### src/rtl/ifq_pkg.sv
// Shared definitions for the instruction fetch queue.
// State encoding, PC increment and instruction constants.
package ifq_pkg;
    localparam logic [1:0] S_IDLE  = 2'd0;
    localparam logic [1:0] S_FETCH = 2'd1;
    localparam logic [1:0] S_FLUSH = 2'd2;

    localparam int PC_INC  = 4;
    localparam int INSTR_W = 32;

    localparam logic [INSTR_W-1:0] NOP = 32'h0;
endpackage

### src/rtl/ifq_fifo.sv
// Synchronous FIFO of {pc, instr} pairs with clear, push, pop and occupancy.
// Push is accepted when full only if a pop frees a slot in the same cycle.
module ifq_fifo
    import ifq_pkg::*;
#(
    parameter int DEPTH = 4,
    parameter int PC_W  = 32,
    localparam int AW   = $clog2(DEPTH),
    localparam int CW   = AW + 1
) (
    input  logic               clk,
    input  logic               reset,
    input  logic               clear,
    input  logic               push,
    input  logic [PC_W-1:0]    push_pc,
    input  logic [INSTR_W-1:0] push_instr,
    input  logic               pop,
    output logic [PC_W-1:0]    head_pc,
    output logic [INSTR_W-1:0] head_instr,
    output logic [CW-1:0]      count,
    output logic               empty
);
    logic [PC_W-1:0]    pc_mem    [DEPTH];
    logic [INSTR_W-1:0] instr_mem [DEPTH];
    logic [AW-1:0]      wr_ptr;
    logic [AW-1:0]      rd_ptr;
    logic               full;
    logic               do_push;
    logic               do_pop;

    assign empty   = (count == '0);
    assign full    = (count == CW'(DEPTH));
    assign do_pop  = pop & ~empty;
    assign do_push = push & (~full | do_pop);

    assign head_pc    = pc_mem[rd_ptr];
    assign head_instr = instr_mem[rd_ptr];

    always_ff @(posedge clk) begin
        if (reset || clear) begin
            wr_ptr <= '0;
            rd_ptr <= '0;
            count  <= '0;
        end else begin
            if (do_push) wr_ptr <= wr_ptr + AW'(1);
            if (do_pop)  rd_ptr <= rd_ptr + AW'(1);
            if (do_push && !do_pop)
                count <= count + CW'(1);
            else if (do_pop && !do_push)
                count <= count - CW'(1);
        end
    end

    // Storage needs no reset: reads are masked by the occupancy count.
    always_ff @(posedge clk) begin
        if (do_push && !clear) begin
            pc_mem[wr_ptr]    <= push_pc;
            instr_mem[wr_ptr] <= push_instr;
        end
    end
endmodule

### src/rtl/instr_fetch_queue.sv
// Prefetching fetch front-end: issues sequential fetches, buffers responses.
// Optional IFQ_PERF_CNT_EN adds saturating drop / starvation counters.
module instr_fetch_queue
    import ifq_pkg::*;
#(
    parameter int DEPTH               = 4,
    parameter int MAX_OUTST           = 4,
    parameter int ADDR_W              = 32,
    parameter logic [ADDR_W-1:0] RESET_PC = '0
) (
    input  logic               clk,
    input  logic               reset,
    input  logic               en,
    output logic               req_valid,
    input  logic               req_ready,
    output logic [ADDR_W-1:0]  req_addr,
    input  logic               resp_valid,
    input  logic [INSTR_W-1:0] resp_data,
    output logic               out_valid,
    output logic [INSTR_W-1:0] out_instr,
    output logic [ADDR_W-1:0]  out_pc,
    input  logic               out_ready,
    input  logic               redirect,
    input  logic [ADDR_W-1:0]  redirect_pc
`ifdef IFQ_PERF_CNT_EN
    ,
    output logic [31:0]        perf_dropped,
    output logic [31:0]        perf_starve
`endif
);
    localparam int CW = $clog2(DEPTH) + 1;

    logic [1:0]        state;
    logic [1:0]        state_n;
    logic [ADDR_W-1:0] fetch_pc;
    logic [ADDR_W-1:0] resp_pc;
    logic [ADDR_W-1:0] target;
    logic [CW-1:0]     outstanding;
    logic [CW-1:0]     outst_n;
    logic [CW-1:0]     drop_cnt;
    logic [CW-1:0]     drop_n;
    logic [CW-1:0]     occupancy;
    logic [CW:0]       credit_used;
    logic              hs;
    logic              stale;
    logic              push;
    logic              pop;
    logic              empty;
    logic [ADDR_W-1:0]  head_pc;
    logic [INSTR_W-1:0] head_instr;
    logic              unused_lsb;

    assign unused_lsb = ^redirect_pc[1:0];
    assign target     = {redirect_pc[ADDR_W-1:2], 2'b00};

    // Queued plus in-flight entries may never exceed storage.
    assign credit_used = {1'b0, occupancy} + {1'b0, outstanding};
    assign req_valid   = (state == S_FETCH) & en & ~redirect
                       & (credit_used < (CW+1)'(DEPTH))
                       & (outstanding < CW'(MAX_OUTST));
    assign req_addr    = fetch_pc;
    assign hs          = req_valid & req_ready;

    assign stale = (drop_cnt != '0);
    assign push  = resp_valid & ~stale & ~redirect;
    assign pop   = out_valid & out_ready & ~redirect;

    assign out_valid = ~empty;
    assign out_pc    = out_valid ? head_pc : '0;
    assign out_instr = out_valid ? head_instr : NOP;

    always_comb begin
        drop_n  = drop_cnt - CW'(resp_valid & stale);
        outst_n = outstanding + CW'(hs) - CW'(resp_valid & ~stale);
        if (redirect) begin
            drop_n  = drop_cnt + outstanding - CW'(resp_valid);
            outst_n = '0;
        end
    end

    always_comb begin
        state_n = state;
        unique case (state)
            S_IDLE:  if (en && !redirect) state_n = S_FETCH;
            S_FETCH: if (redirect && drop_n != '0) state_n = S_FLUSH;
            S_FLUSH: if (drop_n == '0) state_n = S_FETCH;
            default: state_n = S_IDLE;
        endcase
    end

    always_ff @(posedge clk) begin
        if (reset) begin
            state       <= S_IDLE;
            fetch_pc    <= RESET_PC;
            resp_pc     <= RESET_PC;
            outstanding <= '0;
            drop_cnt    <= '0;
        end else begin
            state       <= state_n;
            outstanding <= outst_n;
            drop_cnt    <= drop_n;
            if (redirect) begin
                fetch_pc <= target;
                resp_pc  <= target;
            end else begin
                if (hs)   fetch_pc <= fetch_pc + ADDR_W'(PC_INC);
                if (push) resp_pc  <= resp_pc + ADDR_W'(PC_INC);
            end
        end
    end

    ifq_fifo #(
        .DEPTH (DEPTH),
        .PC_W  (ADDR_W)
    ) u_fifo (
        .clk        (clk),
        .reset      (reset),
        .clear      (redirect),
        .push       (push),
        .push_pc    (resp_pc),
        .push_instr (resp_data),
        .pop        (pop),
        .head_pc    (head_pc),
        .head_instr (head_instr),
        .count      (occupancy),
        .empty      (empty)
    );

`ifdef IFQ_PERF_CNT_EN
    always_ff @(posedge clk) begin
        if (reset) begin
            perf_dropped <= '0;
            perf_starve  <= '0;
        end else begin
            if (resp_valid && (stale || redirect) && perf_dropped != '1)
                perf_dropped <= perf_dropped + 32'd1;
            if (out_ready && !out_valid && perf_starve != '1)
                perf_starve <= perf_starve + 32'd1;
        end
    end
`endif
endmodule

### config.mk
export PLATFORM = sky130hd
export DESIGN_NAME = instr_fetch_queue
export DESIGN_NICKNAME = d
export VERILOG_FILES = /design/src/rtl/ifq_pkg.sv /design/src/rtl/ifq_fifo.sv /design/src/rtl/instr_fetch_queue.sv
export SDC_FILE = /design/constraint.sdc
export NUM_CORES = 1
export LEC_CHECK = 0
export CAP_MARGIN = 40
export CELL_PAD_IN_SITES_DETAIL_PLACEMENT = 1
export CELL_PAD_IN_SITES_GLOBAL_PLACEMENT = 1
export CORE_AREA = 2 2 165 200
export CTS_CLUSTER_SIZE = 10
export DETAILED_ROUTE_END_ITERATION = 12
export DIE_AREA = 0 0 167 202
export GPL_TIMING_DRIVEN = 0
export PLACE_DENSITY_LB_ADDON = 0.1
export SLEW_MARGIN = 40
export SYNTH_ARGS = -nofsm -noshare
export SYNTH_HDL_FRONTEND = slang
export SYNTH_HIERARCHICAL = 1
export SYNTH_SLANG_ARGS = --single-unit
### constraint.sdc
create_clock -name clk -period 17.72 [get_ports clk]
set_clock_uncertainty 0.1 [all_clocks]
set_input_delay 3.544 -clock clk [delete_from_list [all_inputs] [get_ports clk]]
set_output_delay 3.544 -clock clk [all_outputs]
set_load 0.01 [all_outputs]
==> out/results.ini, run 1 <==
[floorplan]
fp.coreArea_um2 = 31800
design.die.area_um2 = 33730
rows = 72
start_util_pct = 44.48
ios = 169
fp.dieW_um = 167
fp.dieH_um = 202

[yosys]
syn_avg_cell_area_um2 = 15.10
synth_compound_gate_area_share_pct = 5.555
synth_mux_area_share_pct = 10.66
synth-edff-count = 256
synth_top_cell_by_area = edfxtp_1
synth-seq-cells = 333
syn_inst = 937
syn_area_um2 = 14140
synthAdderAreaFrac_pct = 1.840
yosysWarnings = 6
synthArstFlopShare_pct = 0
ys_seq_area_share_pct = 65.25
ys_types = 71
synth-simple-area-share_pct = 10.68
ys.flop_type = edfxtp_1
yosys.area_share.xor_xnor_pct = 2.760
synth_area_leaders = edfxtp_1, dfxtp_1, mux4_2, nor2b_1, xnor2_1
synth_top_area_share_pct = 54.35
synth_top_family_by_area = simple AND/OR/NAND/NOR gates

[cells_and_area]
fin_nets = 1286
fillCellCount = 3125
areaGrowthSynthToFinish_pct = 25.71
multi_input_area_um2 = 4518
antenna_cells = 0
final_common_cell = edfxtp_1
layout-drive-gt1-share_pct = 15.33
regArea_um2 = 9229
layout_common_cells = edfxtp_1, clkdlybuf4s50_1, dfxtp_1

[placed_design]
hpwl_mm = 25.65
io_buffers = 164
pre_cts_slack_ns = 8.720
gp_congestion = 0.8647

[sta]
fin_hold_ws_ns = 0.4339
tns_ns = 0
tightest_slew_ns = 0.8438
finalWorstSetupSlack_ns = 8.766
slew_headroom_pct = 43.23
min_period_ns = 8.954
finalSetupViolCount = 0
drv_slew = 0
fin_crit_sh_pct = 50.53
timing.fmax_mhz = 111.7
hold_violations = 0
rsz0062_at_grt = no

[clock_network]
cts-root-buf = clkbuf_16
cts_tree = built
cts_resized = 0
numCtsBuffers = 39
insertion_delay_ns = 0.52
h-tree-depth = 2
cts_setup_buffers = 0
clock_sinks = 333
hold_buffers = 0
cts_buffer_depth = 3
cts.clk_slew.worst_paths_ns = 0.06

[worst_setup_path]
cp_cell_sequence = clkdlybuf4s50_1 > nor4bb_1 > and3_1 > clkdlybuf4s50_1
required_ns = 14.08
r2r_start = u_fifo/count[0]
cp-end-kind = output pin
ff2ff_setup_slack_ns = 13.95
start_kind = primary input
worstPathMaxFanout = 8
path_common_cell = clkdlybuf4s50_1
slowest_stage = clkdlybuf4s50_1
critPathMaxStageDelay_ns = 0.59
startpoint = redirect
crit_type = primary input to output pin
crit_family = buffers and inverters
path_buf_inv = 2
arrival_ns = 5.31

[hold_path]
hold_start = u_fifo/rd_ptr[1]
hp-class = flop to flop

[routing]
wl_mm = 35.42
viasPerCell = 5.465
ant_nets = 0
vias = 8892
drtIter0Drc = 569
drcViolationCount = 0
wl_per_cell_um = 21.77
firstDrtPassIters = 5

[power]
cellInternalPower_mw = 1.404
combPwrFrac_pct = 11.8
cellPowerDensity_nw_per_um2 = 103.3
peakVddDrop_mv = 0.07635
clockPowerShare_pct = 39.4
switching_share_pct = 23.59
seq_power_share_pct = 48.8
p_sw_mw = 0.4333
p_leak_nw = 5.882

[global_route]
antenna_found_initial = 0
grt_pass1_vias = 9396
grt_max_degree = 12
overflow = 0
grt_pass1_wl_mm = 54.85
groute.usage.overall_pct = 21.14

[status]
status = finished clean

[job]
drv_cap = 0

flip-flops by register name, indices dropped and copies added (netlist names), named ones only:
register,flops
req_addr,30
outstanding,3
u_fifo/count,3
u_fifo/pc_mem,128
drop_cnt,3
resp_pc,30
u_fifo/instr_mem,128
u_fifo/rd_ptr,2
state,2
u_fifo/wr_ptr,2
area by class of cell:
| class | count | share of cell area, % |
|---|---|---|
| flip-flops and latches | 333 | 51.90 |
| well taps | 407 | 2.864 |
| repair buffers | 209 | 10.92 |
| clock buffers | 61 | 6.009 |
| clock inverters | 4 | 0.3166 |
| plain buffers | 48 | 1.717 |
| inverters | 41 | 0.8655 |
| multi-input cells | 524 | 25.41 |
synth_stat cells, drive strengths merged, types with 5 or more instances:
library cell	number
ha	16
or3	13
and2	5
mux4	64
a31oi	15
dfxtp	77
clkbuf	30
a211oi	10
xnor2	29
xor2	13
o211ai	5
buf	18
o31a	6
and4	5
inv	41
edfxtp	256
o21ai	15
a21boi	21
nand2	41
nand4	23
nor4	13
a21oi	26
nand3	18
nor2	42
nor2b	65
nor3	13
and3	9
final timing paths:
kind | cells past startpoint | end
hold reg to reg | 2 | flop
hold / removal | 2 | flop
setup reg to reg | 12 | u_fifo/pc_mem[2][25]
setup / recovery | 4 | req_valid
worst min-delay path, stage by stage, from the launching register on:
cell,delay [ns]
dfxtp_1,0.32
xor2_1,0.06
nor2_1,0.11
metal layers:
layer / wire length, um / global-route usage, %
met4: 779 / 6.250
met2: 18150 / 37.30
met1: 14970 / 27.10
met3: 1524 / 3.153
met5: 0 / 0
power by group through the flow:
stage / Combinational [mW] / Sequential (mW) / Clock (mW)
floorplan: 0.113 / 0.906 / 0
global placement: 0.210 / 0.914 / 0
detailed placement: 0.218 / 0.912 / 0
CTS: 0.219 / 0.897 / 0.743
global route: 0.236 / 0.900 / 0.770
finish: 0.216 / 0.897 / 0.724
kinds of logic after synthesis:
kind of cell,count (synthesis)
buf+inv,89
other cells,1
mux,69
fa+ha+maj,19
simple gates,266
xor+xnor,43
flops,333
compound gates,117
metrics by stage:
stage	instances	total power [mW]	instance area, um2	util, %
4_1_cts	1627	1.858	17780	55.90
5_1_grt	1627	1.906	17780	55.92
3_3_place_gp	1517	1.124	16330	51.35
6_report	1627	1.837	17780	55.92
3_5_place_dp	1562	1.130	16650	52.36
2_1_floorplan	946	1.019	14180	-
No activity file was read; power rests on OpenSTA's default activity.
==> run 2, diff against run 1 <==
Settings changed: CORE_AREA 2 2 165 200 to 2 2 171 207, DIE_AREA 0 0 167 202 to 0 0 173 209.
Clock period 17.72 ns to 7.82 ns, I/O delays scaled along.
==> run 2 against run 1 <==
  * Worst setup slack got worse by 6.6 ns
  * Critical path depth is 10 higher
  * Non-clock buffer count rose by 2
  * First-iteration DRC count is 22% lower
  * Clock power rose by 120%
  * Hold slack got worse by 0.0096 ns
  * Critical path type is now primary input to flop
==> out/results.ini, run 2 (synthesis results as in run 1) <==
[routing]
drcViolationCount = 0
vias = 8766
wl_mm = 34.99
viasPerCell = 5.202
firstDrtPassIters = 4
ant_nets = 0
wl_per_cell_um = 20.77
drtIter0Drc = 442

[cells_and_area]
layout_common_cells = edfxtp_1, clkdlybuf4s50_1, dfxtp_1
antenna_cells = 0
layout-drive-gt1-share_pct = 15.13
reg_top3 = u_fifo/instr_mem x128, u_fifo/pc_mem x128
fin_area_um2 = 17850
areaGrowthSynthToFinish_pct = 26.19
final_common_cell = edfxtp_1
fin_nets = 1288

[clock_network]
cts-root-buf = clkbuf_16
cts_setup_buffers = 0
cts.clk_slew.worst_paths_ns = 0.05
cts_buffer_depth = 3
cts_tree = built
hold_buffers = 0
cts_resized = 0
h-tree-depth = 2
numCtsBuffers = 39
insertion_delay_ns = 0.52
clock_sinks = 333

[placed_design]
hpwl_mm = 25.73
placed_area_um2 = 16730
gp_congestion = 0.8357
io_buffers = 164

[job]
drv_cap = 0

[sta]
rsz0062_at_grt = no
slew_headroom_pct = 40.58
drv_slew = 0
hold_violations = 0
tns_ns = 0
min_period_ns = 5.699
tightest_slew_ns = 0.8832
timing.fmax_mhz = 175.5
fin_crit_sh_pct = 72.88
finalSetupViolCount = 0

[hold_path]
hold_depth = 2
hp-class = flop to flop
hold_start = u_fifo/rd_ptr[0]

[floorplan]
start_util_pct = 41.18
fp.dieH_um = 209
fp.dieW_um = 173
rows = 75
design.die.area_um2 = 36160
ios = 169
fp.coreArea_um2 = 34350

[worst_setup_path]
required_ns = 7.94
cp-end-kind = flop
timing.rr.end = u_fifo/pc_mem[0][25]
start_kind = primary input
crit_type = primary input to flop
arrival_ns = 5.82
worstPathMaxFanout = 10
r2r_cells = 12
ff2ff_setup_slack_ns = 4.02
r2r_start = u_fifo/count[0]

[power]
p_leak_nw = 5.887
cellPowerDensity_nw_per_um2 = 231.9
peakVddDrop_mv = 0.1183

[status]
status = finished clean

[global_route]
antenna_found_initial = 0
overflow = 0
grt_pass1_wl_mm = 54.74
groute.usage.overall_pct = 19.69
grt_max_degree = 12
grt_pass1_vias = 9479

==> run 2: cell types whose count changed in the layout (fill, tap and decap cells not counted), sizes merged <==
cell    delta
buf        +2
bufinv     -1
clkbuf     +5
inv        -3
==> run 2: stage by stage <==
step	power, mW	std cells	setup slack, ns	util (%)	hold slack, ns
2_1_floorplan	2.309	946	-0.2058	-	0.3809
3_3_place_gp	2.548	1572	-5.942	47.75	0.4076
3_5_place_dp	2.562	1619	1.502	48.71	0.4257
4_1_cts	4.200	1685	2.033	51.97	0.4239
5_1_grt	4.308	1685	1.817	51.97	0.4685
6_report	4.140	1685	2.121	51.97	0.4243
==> run 2: critical path: stages <==
cell             delay (ns)
clkdlybuf4s50_1        0.62
inv_2                  0.27
clkbuf_1               0.43
clkbuf_1               0.34
buf_4                  0.27
and3_1                 0.26
or4b_4                 0.19
nand2_4                0.08
nor3b_2                0.54
buf_2                  0.33
buf_2                  0.24
buf_2                  0.23
buf_2                  0.24
buf_4                  0.20
==> run 2: area by class of cell <==
class                           count  area [um2]
Buffer                             48       305.3
Sequential cell                   333        9229
Multi-Input combinational cell    524        4512
Clock buffer                       66        1120
Tap cell                          462       578.1
Inverter                           41       153.9
Timing Repair Buffer              211        1952
Fill cell                        3401       16500
==> run 2: power breakdown <==
group / internal (mW) / switching (mW) / total (mW)
Combinational: 0.243 / 0.244 / 0.488
Sequential: 1.97 / 0.0609 / 2.03
Clock: 0.965 / 0.658 / 1.62
==> run 2: worst max path at each step <==
stage,start,end,slack (ns),cells after the start
3_3_place_gp,redirect,u_fifo/pc_mem[0][25],-5.94,8
3_5_place_dp,redirect,u_fifo/pc_mem[0][25],1.50,14
5_1_grt,redirect,u_fifo/pc_mem[0][25],1.82,14
4_1_cts,redirect,u_fifo/pc_mem[0][25],2.03,14
6_report,redirect,u_fifo/pc_mem[0][25],2.12,14
2_1_floorplan,redirect,u_fifo/instr_mem[1][0],-0.21,7
==> run 2: per-layer routing <==
layer  vias up  wire length, um  GRT usage, %
met2       227            17430         33.48
li1       4096                -             -
met1      4386            15170         25.95
met5         -                0             0
met3        57             1513         3.039
met4         0              884         6.517
